--- src/rtl/ram_sp_arb2.sv ---
// ram_sp_arb2: two-port valid/ready front-end for one single-port synchronous RAM.
// Round-robin arbitration with combinational pass-through to the RAM port.
// Read data returns one cycle later and is steered to the port that issued the read.
module ram_sp_arb2 #(
  parameter int AW = 16,
  parameter int DW = 16
) (
  input  logic          clk,
  input  logic          rst,
  input  logic          req0_v,
  input  logic          req0_rnw,
  input  logic [AW-1:0] req0_a,
  input  logic [DW-1:0] req0_d,
  output logic          req0_rdy,
  output logic          rsp0_v,
  output logic [DW-1:0] rsp0_d,
  input  logic          req1_v,
  input  logic          req1_rnw,
  input  logic [AW-1:0] req1_a,
  input  logic [DW-1:0] req1_d,
  output logic          req1_rdy,
  output logic          rsp1_v,
  output logic [DW-1:0] rsp1_d,
  output logic          ram_w,
  output logic [AW-1:0] ram_a,
  output logic [DW-1:0] ram_d,
  input  logic [DW-1:0] ram_q
);

  logic r_prio;
  logic r_rd_pend;
  logic r_rd_port;

  logic w_gnt_v;
  logic w_gnt_port;
  logic w_gnt_rnw;
  logic w_both;

  assign w_both = req0_v && req1_v;

  // Grant selection: a lone requester wins outright; under contention the
  // priority pointer decides. Nothing is granted while in reset.
  always_comb begin
    w_gnt_v    = 1'b0;
    w_gnt_port = 1'b0;
    if (!rst) begin
      if (w_both) begin
        w_gnt_v    = 1'b1;
        w_gnt_port = r_prio;
      end else if (req0_v) begin
        w_gnt_v    = 1'b1;
        w_gnt_port = 1'b0;
      end else if (req1_v) begin
        w_gnt_v    = 1'b1;
        w_gnt_port = 1'b1;
      end
    end
  end

  // RAM port driven straight from the granted master. Address/data follow
  // port 0 when idle; only ram_w has to be clean when nothing is granted.
  always_comb begin
    w_gnt_rnw = w_gnt_port ? req1_rnw : req0_rnw;
    ram_a     = w_gnt_port ? req1_a   : req0_a;
    ram_d     = w_gnt_port ? req1_d   : req0_d;
    ram_w     = w_gnt_v && !w_gnt_rnw;
    req0_rdy  = w_gnt_v && !w_gnt_port;
    req1_rdy  = w_gnt_v &&  w_gnt_port;
  end

  // Priority pointer flips to the loser only on contention; read tag
  // remembers who is owed the data coming out of the RAM next cycle.
  always_ff @(posedge clk) begin
    if (rst) begin
      r_prio    <= 1'b0;
      r_rd_pend <= 1'b0;
      r_rd_port <= 1'b0;
    end else begin
      if (w_both) begin
        r_prio <= ~w_gnt_port;
      end
      r_rd_pend <= w_gnt_v && w_gnt_rnw;
      r_rd_port <= w_gnt_port;
    end
  end

  // Responses: rd_pend may still be set in the first reset cycle, so the
  // valids are also gated by rst. Data is broadcast unqualified.
  always_comb begin
    rsp0_v = r_rd_pend && !rst && !r_rd_port;
    rsp1_v = r_rd_pend && !rst &&  r_rd_port;
    rsp0_d = ram_q;
    rsp1_d = ram_q;
  end

endmodule

--- config.mk ---
export PLATFORM = sky130hd
export DESIGN_NAME = ram_sp_arb2
export DESIGN_NICKNAME = d
export VERILOG_FILES = /design/src/rtl/ram_sp_arb2.sv
export SDC_FILE = /design/constraint.sdc
export NUM_CORES = 1
export LEC_CHECK = 0
export ABC_AREA = 1
export BUFFER_PORTS_ARGS = -buffer_cell sky130_fd_sc_hd__buf_2
export CAP_MARGIN = 40
export CORE_MARGIN = 3
export CORE_UTILIZATION = 30
export CTS_BUF_LIST = sky130_fd_sc_hd__clkbuf_4 sky130_fd_sc_hd__clkbuf_8
export CTS_CLUSTER_SIZE = 8
export DETAILED_ROUTE_END_ITERATION = 6
export GPL_ROUTABILITY_DRIVEN = 0
export PLACE_DENSITY = 0.89
export SLEW_MARGIN = 5
export SYNTH_ARGS = -nofsm -noshare
export SYNTH_HDL_FRONTEND = slang
export SYNTH_SLANG_ARGS = --single-unit
--- constraint.sdc ---
create_clock -name clk -period 1.7 [get_ports clk]
set_clock_uncertainty 0.2 [all_clocks]
set_input_delay 0.17 -clock clk [delete_from_list [all_inputs] [get_ports clk]]
set_output_delay 0.17 -clock clk [all_outputs]
set_load 0.02 [all_outputs]
==> results of run 1 <==
==> kinds of logic after synthesis <==
kind of cell / synth area share (%)
AO/OA/AOI/OAI: 1.420
flip-flops: 6.818
AND/OR/NAND/NOR: 53.55
buffers and inverters: 38.21
==> stage by stage <==
stage          setup slack, ns  std cells  total power (W)
4_1_cts             -0.0004149        270        0.0006289
3_3_place_gp            0.1544        262        0.0004373
6_report               0.04518        271        0.0006434
2_1_floorplan           0.3608        162        0.0004011
3_5_place_dp            0.1243        262        0.0004417
5_1_grt               -0.02305        271        0.0006935
==> report_power, final <==
part	switching [W]	internal [W]	total, W
logic	0.000228	0.000198	0.000426
registers	0.00000225	0.0000757	0.0000780
clock network	0.0000356	0.000104	0.000139
total	0.000266	0.000377	0.000643
==> worst reg2reg max path, delay by kind of cell (launching register included) <==
kind / cells / cell delay (ns)
flip-flops: 1 / 0.32
AND/OR/NAND/NOR: 1 / 0.09
buffers and inverters: 3 / 0.79
AO/OA/AOI/OAI: 1 / 0.13
==> sequential cells by signal (all words and copies together), names as in the netlist <==
name,count
r_rd_port,1
r_rd_pend,1
r_prio,1
==> timing repair <==
item,in CTS,in global routing
endpoints found under the hold margin,1,0
hold buffers,1,0
pin swaps,1,1
setup endpoints to repair,35,33
cloned,1,1
buffers inserted,2,0
gates resized for setup,16,17
==> final timing paths <==
| check | from | endpoint | slack [ns] | cells past startpoint |
|---|---|---|---|---|
| setup / recovery | r_prio$_SDFFE_PP0P_ | ram_w | 0.05 | 8 |
| hold / removal | req0_rnw | r_rd_pend$_SDFF_PP0_ | 0.08 | 5 |
| setup reg to reg | r_prio$_SDFFE_PP0P_ | r_prio$_SDFFE_PP0P_ | 0.11 | 5 |
| hold reg to reg | r_prio$_SDFFE_PP0P_ | r_rd_pend$_SDFF_PP0_ | 0.58 | 6 |
==> synthesized netlist by cell type <==
cell      instances  share of area (%)
inv_1             5                2.1
nand2_2           8                5.7
nor2_2            1               0.71
nor3b_1           1               0.85
inv_6             1               0.99
nor2_4            1                1.3
nand2_4           1                1.3
dfxtp_1           3                6.8
buf_4            35                 30
a21oi_1           1               0.57
buf_6             2                2.6
nor3_1            1               0.57
nor2_1            2               0.85
nand2_1          94                 40
nand3_1           2                1.1
buf_12            1                2.3
inv_2             1               0.43
o21bai_1          1               0.85
nand3_2           1                1.1
==> routing by layer <==
layer	routed length, um	vias to the layer above
li1	-	605
met2	1484	89
met1	893	468
met3	404	2
met4	12	0
met5	0	-
==> cell type report <==
class | instances | area [sq um] | share of cell area [%]
Clock buffer | 4 | 30.03 | 2.184
Tap cell | 31 | 38.79 | 2.821
Sequential cell | 3 | 61.31 | 4.459
Timing Repair Buffer | 112 | 703.2 | 51.14
Inverter | 7 | 38.79 | 2.821
Multi-Input combinational cell | 114 | 503.0 | 36.58
==> impl_results.md, run 1 <==
- DR vias: 1164
- Die area: 0.003622 sq mm
- Share of layout cells above drive strength 1: 55.00%
- Met3 Usage GRT: 3.240%
- DR pass1 iterations: 4
- Fin nets: 327
- Crit path launch type: flop
- Commonest non-fill, non-tap cell in the layout: nand2_1
- Initial cell density of the core: 31.67%
- Syn-to-layout area delta: 56.11%
- Crit path largest cell delay: 0.33 ns
- DRC: 0
- Largest net degree at the start of global routing: 35
- Worst slew pin tran: 0.3207 ns
- Mean Syn Cell Area: 5.437 sq um
- I/O pin cnt: 155
- Critical path's top delay family: buffers and inverters
- Post-layout util: 49.44%
- Final Instance Area: 0.001375 sq mm
- RSZ-0062 raised after global routing: yes
- Post-synthesis cell type count: 19
- Synthesized cell area: 880.8 sq um
- Busiest grt layer: met2
- # clock sinks: 3
- Cell count after synthesis: 162
- Initial antenna violation count: 0
- Drt first-iter violations: 13
- DP Area: 0.001165 sq mm
- Final wirelength: 2795 um
- Clock root buffer: clkbuf_4
- # Max-Cap Violations: 0
- Number of buffers and inverters on the critical path: 3
- Sequential element share of the synthesized area: 6.818%
- First-pass GRT wire length: 3601 um
- Tcrit/Tclk final: 97.34%
- Status: completed
- Synth Warn #: 0
- Core Region: 0.002781 sq mm
- Met2 usage: 27.62%
- Num CTS Buffers: 3
- Crit path cell chain: inv_2, nand3_4, nand2_8, buf_12, nand2_2, nand2_1, nor2_1, buf_4
- Overall fraction of global-route tracks in use: 13.26%
- Slew Viols, Final: 0
- DRT antenna net count: 0
- Gr ovfl total: 0
- Antenna cell count: 0
- CTS Buffer Depth: 2
- Vias per cell: 4.295
- Crit Path Class: flop to output port
- # rows: 19
- Final hold vios: 0
- Seq cells post-synth: 3
- Clock slew at reported path FFs: 0.04 ns
- Most frequent cells in the layout: nand2_1 (93), buf_2 (84), buf_4 (21)
- TNS Setup: 0 ns
- Die W: 60.19 um
- Max frequency: 604.3 MHz
- Final HPWL DP: 2102 um
- Die H: 60.19 um
- Syn_nets: 248
- Number of port buffers: 106
- Pwr dens: 467.9 mW/mm^2
- Hold_ws: 0.08441 ns
- Leakage power total: 0.9065 nW
- TritonCTS clock tree: built
- Met1 Usage GRT: 11.29%
- CP Data Arrival Time: 1.28 ns
- Worst vdd ir: 0.4134 mV
- Fin crit period: 1.655 ns
- Slowest cell on crit path: dfxtp_2
- Max-slew headroom: 78.58%
- CP Data Required Time: 1.33 ns
- Final setup vio count: 0
- Layout fillers: 296
- Clk Latency, worst-skew pair: 0.23 ns
- Vias in the first global route: 928
- Worst Hold Class: input port to flop
- Worst-path fanout max: 6
- Critical path capture point type: output port
- WL/cell: 10.31 um
- CTS H-tree depth: 1
No activity file was read; power rests on OpenSTA's default activity.
==> run 2: changes to the inputs <==
ABC_AREA = default   (was 1)
CORE_ASPECT_RATIO = 1.75   (was default)
CORE_UTILIZATION = 31   (was 30)
==> impl_results.md, run 2 <==
- DR vias: 964 (was 1164)
- Die W: 47.15 um (was 60.19 um)
- Number of synthesized flops with an enable pin: 0 (unchanged)
- CP Data Required Time: 1.33 ns (about the same)
- Count leader, synth: buf_4 (was nand2_1)
- Critical path capture point type: output port (unchanged)
- Slew Viols, Final: 0 (unchanged)
- Slowest cell on crit path: dfxtp_2 (unchanged)
- Final HPWL DP: 2837 um (was 2102 um)
- Die H: 78 um (was 60.19 um)
- Commonest non-fill, non-tap cell in the layout: buf_2 (was nand2_1)
- Syn_nets: 174 (was 248)
- Crit Path Class: flop to output port (unchanged)
- Overall fraction of global-route tracks in use: 17.11% (was 13.26%)
- Clk Latency, worst-skew pair: 0.22 ns (was 0.23 ns)
- Seq cells post-synth: 3 (unchanged)
- Fin crit period: 1.873 ns (was 1.655 ns)
- Largest regs: r_prio: 1 flops, r_rd_pend: 1 flops, r_rd_port: 1 flops (unchanged)
- Die area: 0.003677 sq mm (was 0.003622 sq mm)
- Final hold vios: 0 (unchanged)
- # Max-Cap Violations: 0 (unchanged)
- Drt first-iter violations: 3 (was 13)
- Reg2Reg Setup Slack: 0.52 ns (was 0.11 ns)
- Worst Hold Class: input port to flop (unchanged)
- # rows: 25 (was 19)
- WL/cell: 17.51 um (was 10.31 um)
- Non-Filler Instances: 199 (was 271)
- First-pass GRT wire length: 4422 um (was 3601 um)
- Core Region: 0.002753 sq mm (was 0.002781 sq mm)
- CP Data Arrival Time: 1.50 ns (was 1.28 ns)
- Pwr dens: 502.7 mW/mm^2 (was 467.9 mW/mm^2)
- Gr ovfl total: 0 (unchanged)
- Crit path launch type: flop (unchanged)
- Sequential element share of the synthesized area: 6.540% (was 6.818%)
- Initial antenna violation count: 1 (was 0)
- Area share of the largest cell type after synthesis: 45.78% (was 40.06%)
- RSZ-0062 raised after global routing: yes (unchanged)
- TritonCTS clock tree: built (unchanged)
- Mean Syn Cell Area: 10.44 sq um (was 5.437 sq um)
- Ys async rst share: 0% (unchanged)
- Worst slew pin tran: 0.2026 ns (was 0.3207 ns)
- # clock sinks: 3 (unchanged)
- Leading area contributor after synthesis: mux2_4 (was nand2_1)
- DRT antenna net count: 0 (unchanged)
- Most common flop cell mapped by yosys: dfxtp_1 (unchanged)
- Synth Warn #: 0 (unchanged)
- Status: finished with violations (was completed)
- DRC: 0 (unchanged)
- Synthesized cell area: 918.4 sq um (was 880.8 sq um)
- Worst vdd ir: 0.6117 mV (was 0.4134 mV)
- Hold_buf cts: 0 (was 1)
- Fin nets: 259 (was 327)
- Max-slew headroom: 86.45% (was 78.58%)
- Top cells by count, synth: buf_4 (32), mux2_4 (28), mux2_2 (4), nand2_1 (4) (was nand2_1 (94), buf_4 (35), nand2_2 (8))
- Largest net degree at the start of global routing: 11 (was 35)
- Violated checks: setup timing
- Final setup vio count: 32 (was 0)
- Max frequency: 533.9 MHz (was 604.3 MHz)
- Post-synthesis cell type count: 17 (was 19)
- Vias in the first global route: 980 (was 928)
- Crit path largest cell delay: 0.32 ns (was 0.33 ns)
- Share of layout cells above drive strength 1: 90.12% (was 55.00%)
- Syn-to-layout area delta: 74.52% (was 56.11%)
- I/O pin cnt: 155 (unchanged)
- Simple-Gate Fraction of Synth Area: 9.673% (was 53.55%)
- Final wirelength: 3484 um (was 2795 um)
- Mux contribution to synthesized area: 50.68% (was 0%)
- Worst-path fanout max: 7 (was 6)
- Vias per cell: 4.844 (was 4.295)
- Num CTS Buffers: 3 (unchanged)
- Clock slew at reported path FFs: 0.03 ns (was 0.04 ns)
- DR pass1 iterations: 4 (unchanged)
- Antenna cell count: 0 (unchanged)
- Pre-CTS setup slack: 0.03715 ns (was 0.1243 ns)
- Largest family of logic cells by synthesized area: multiplexers (was simple AND/OR/NAND/NOR gates)
- Crit path cell chain: nand2b_4, nand3b_4, bufbuf_16, mux2_4, buf_4 (was inv_2, nand3_4, nand2_8, buf_12, nand2_2, nand2_1, nor2_1, buf_4)
- Most frequent cells in the layout: buf_2 (76), mux2_4 (29), buf_6 (26) (was nand2_1 (93), buf_2 (84), buf_4 (21))
- Initial cell density of the core: 33.36% (was 31.67%)
- Final Worst Setup Slack: -0.1730 ns (was 0.04518 ns)
- Synth Area in Compound Gates: 1.499% (was 1.420%)
- Synth Area in XOR/XNOR: 0.9537% (was 0%)
- Tcrit/Tclk final: 110.2% (was 97.34%)
- Leakage power total: 0.9812 nW (was 0.9065 nW)
- Number of port buffers: 106 (unchanged)
- CTS Buffer Depth: 2 (unchanged)
- Synth Area in Adders: 0% (unchanged)
- Top cells by area, synth: mux2_4 (46%), buf_4 (26%), dfxtp_1 (6.5%), mux2_2 (4.9%), buf_6 (3.7%) (was nand2_1 (40%), buf_4 (30%), dfxtp_1 (6.8%), nand2_2 (5.7%), buf_6 (2.6%))
- Clock root buffer: clkbuf_8 (was clkbuf_4)
- Cell count after synthesis: 88 (was 162)
- Placed insts: 188 (was 262)
- CTS H-tree depth: 1 (unchanged)
- TNS Setup: -4.966 ns (was 0 ns)
==> run 2: cell count changes after synthesis, sizes merged, moves of 2 or more <==
| cell | before | now |
|---|---|---|
| nand2 | 103 | 4 |
| mux2 | 0 | 32 |
| inv | 7 | 2 |
| buf | 38 | 35 |
| nor2 | 4 | 2 |
==> run 2: path summary, 6_finish.rpt <==
kind | end | cells after the start | from
min | r_rd_pend$_SDFF_PP0_ | 2 | rst
min reg2reg | r_prio$_SDFFE_PP0P_ | 3 | r_prio$_SDFFE_PP0P_
max reg2reg | r_rd_port$_SDFF_PP0_ | 4 | r_prio$_SDFFE_PP0P_
max | ram_d[8] | 5 | r_prio$_SDFFE_PP0P_
==> run 2: metrics by stage <==
| stage | area [sq um] | util, % | hold slack [ns] | total power (W) |
|---|---|---|---|---|
| 4_1_cts | 1568 | 56.95 | 0.004693 | 0.0007961 |
| 2_1_floorplan | 918.4 | - | 0.03907 | 0.0004206 |
| 3_3_place_gp | 1249 | 45.36 | 0.1402 | 0.0004588 |
| 3_5_place_dp | 1249 | 45.36 | 0.1402 | 0.0004663 |
| 6_report | 1603 | 58.23 | 0.002352 | 0.0008058 |
| 5_1_grt | 1603 | 58.23 | 0.02359 | 0.0008390 |
==> run 2: layer usage <==
layer / routed length, um / track usage, % / share of wire [%] / vias to the layer above
met1: 813 / 9.695 / 23 / 392
met3: 695 / 10.44 / 20 / 6
li1: - / - / - / 437
met5: 13 / 0 / 0.37 / -
met4: 40 / 4.709 / 1.1 / 2
met2: 1921 / 35.69 / 55 / 127
==> run 2: layout make-up <==
class                      instances  area (sq um)
tap                               27         33.78
inverter                           2         7.507
clock buffer                       4         48.80
multi-input combinational         48         580.6
sequential                         3         61.31
fill                             226          1150
timing repair buffer             115         870.8
==> run 2: power by group <==
group          internal [W]  leakage, nW  switching, W
clock              0.000176       0.0262     0.0000531
combinational      0.000295        0.930      0.000202
sequential        0.0000762       0.0251    0.00000249
total              0.000548        0.981      0.000258
==> run 2: logic make-up (layout without fill, tap and decap cells) <==
logic type      after synthesis  count (layout)
compound gates                2               2
xor+xnor                      1               1
mux                          32              32
buf+inv                      37             121
flops                         3               3
simple gates                 13              13
==> run 2: worst max-delay path, delay by kind of cell, from the launching register on <==
| family | cells | cell delay [ns] |
|---|---|---|
| buf+inv | 2 | 0.45 |
| flops | 1 | 0.32 |
| mux | 1 | 0.29 |
| simple gates | 2 | 0.22 |
==> run 2: what timing repair did <==
| item | in CTS | in global routing |
|---|---|---|
| endpoints found under the setup margin | 32 | 32 |
| gates cloned | 2 | 1 |
| pin swaps | 0 | 0 |
| resized for setup | 55 | 4 |
| buffers inserted | 4 | 0 |
| hold endpoints to repair | 0 | 0 |
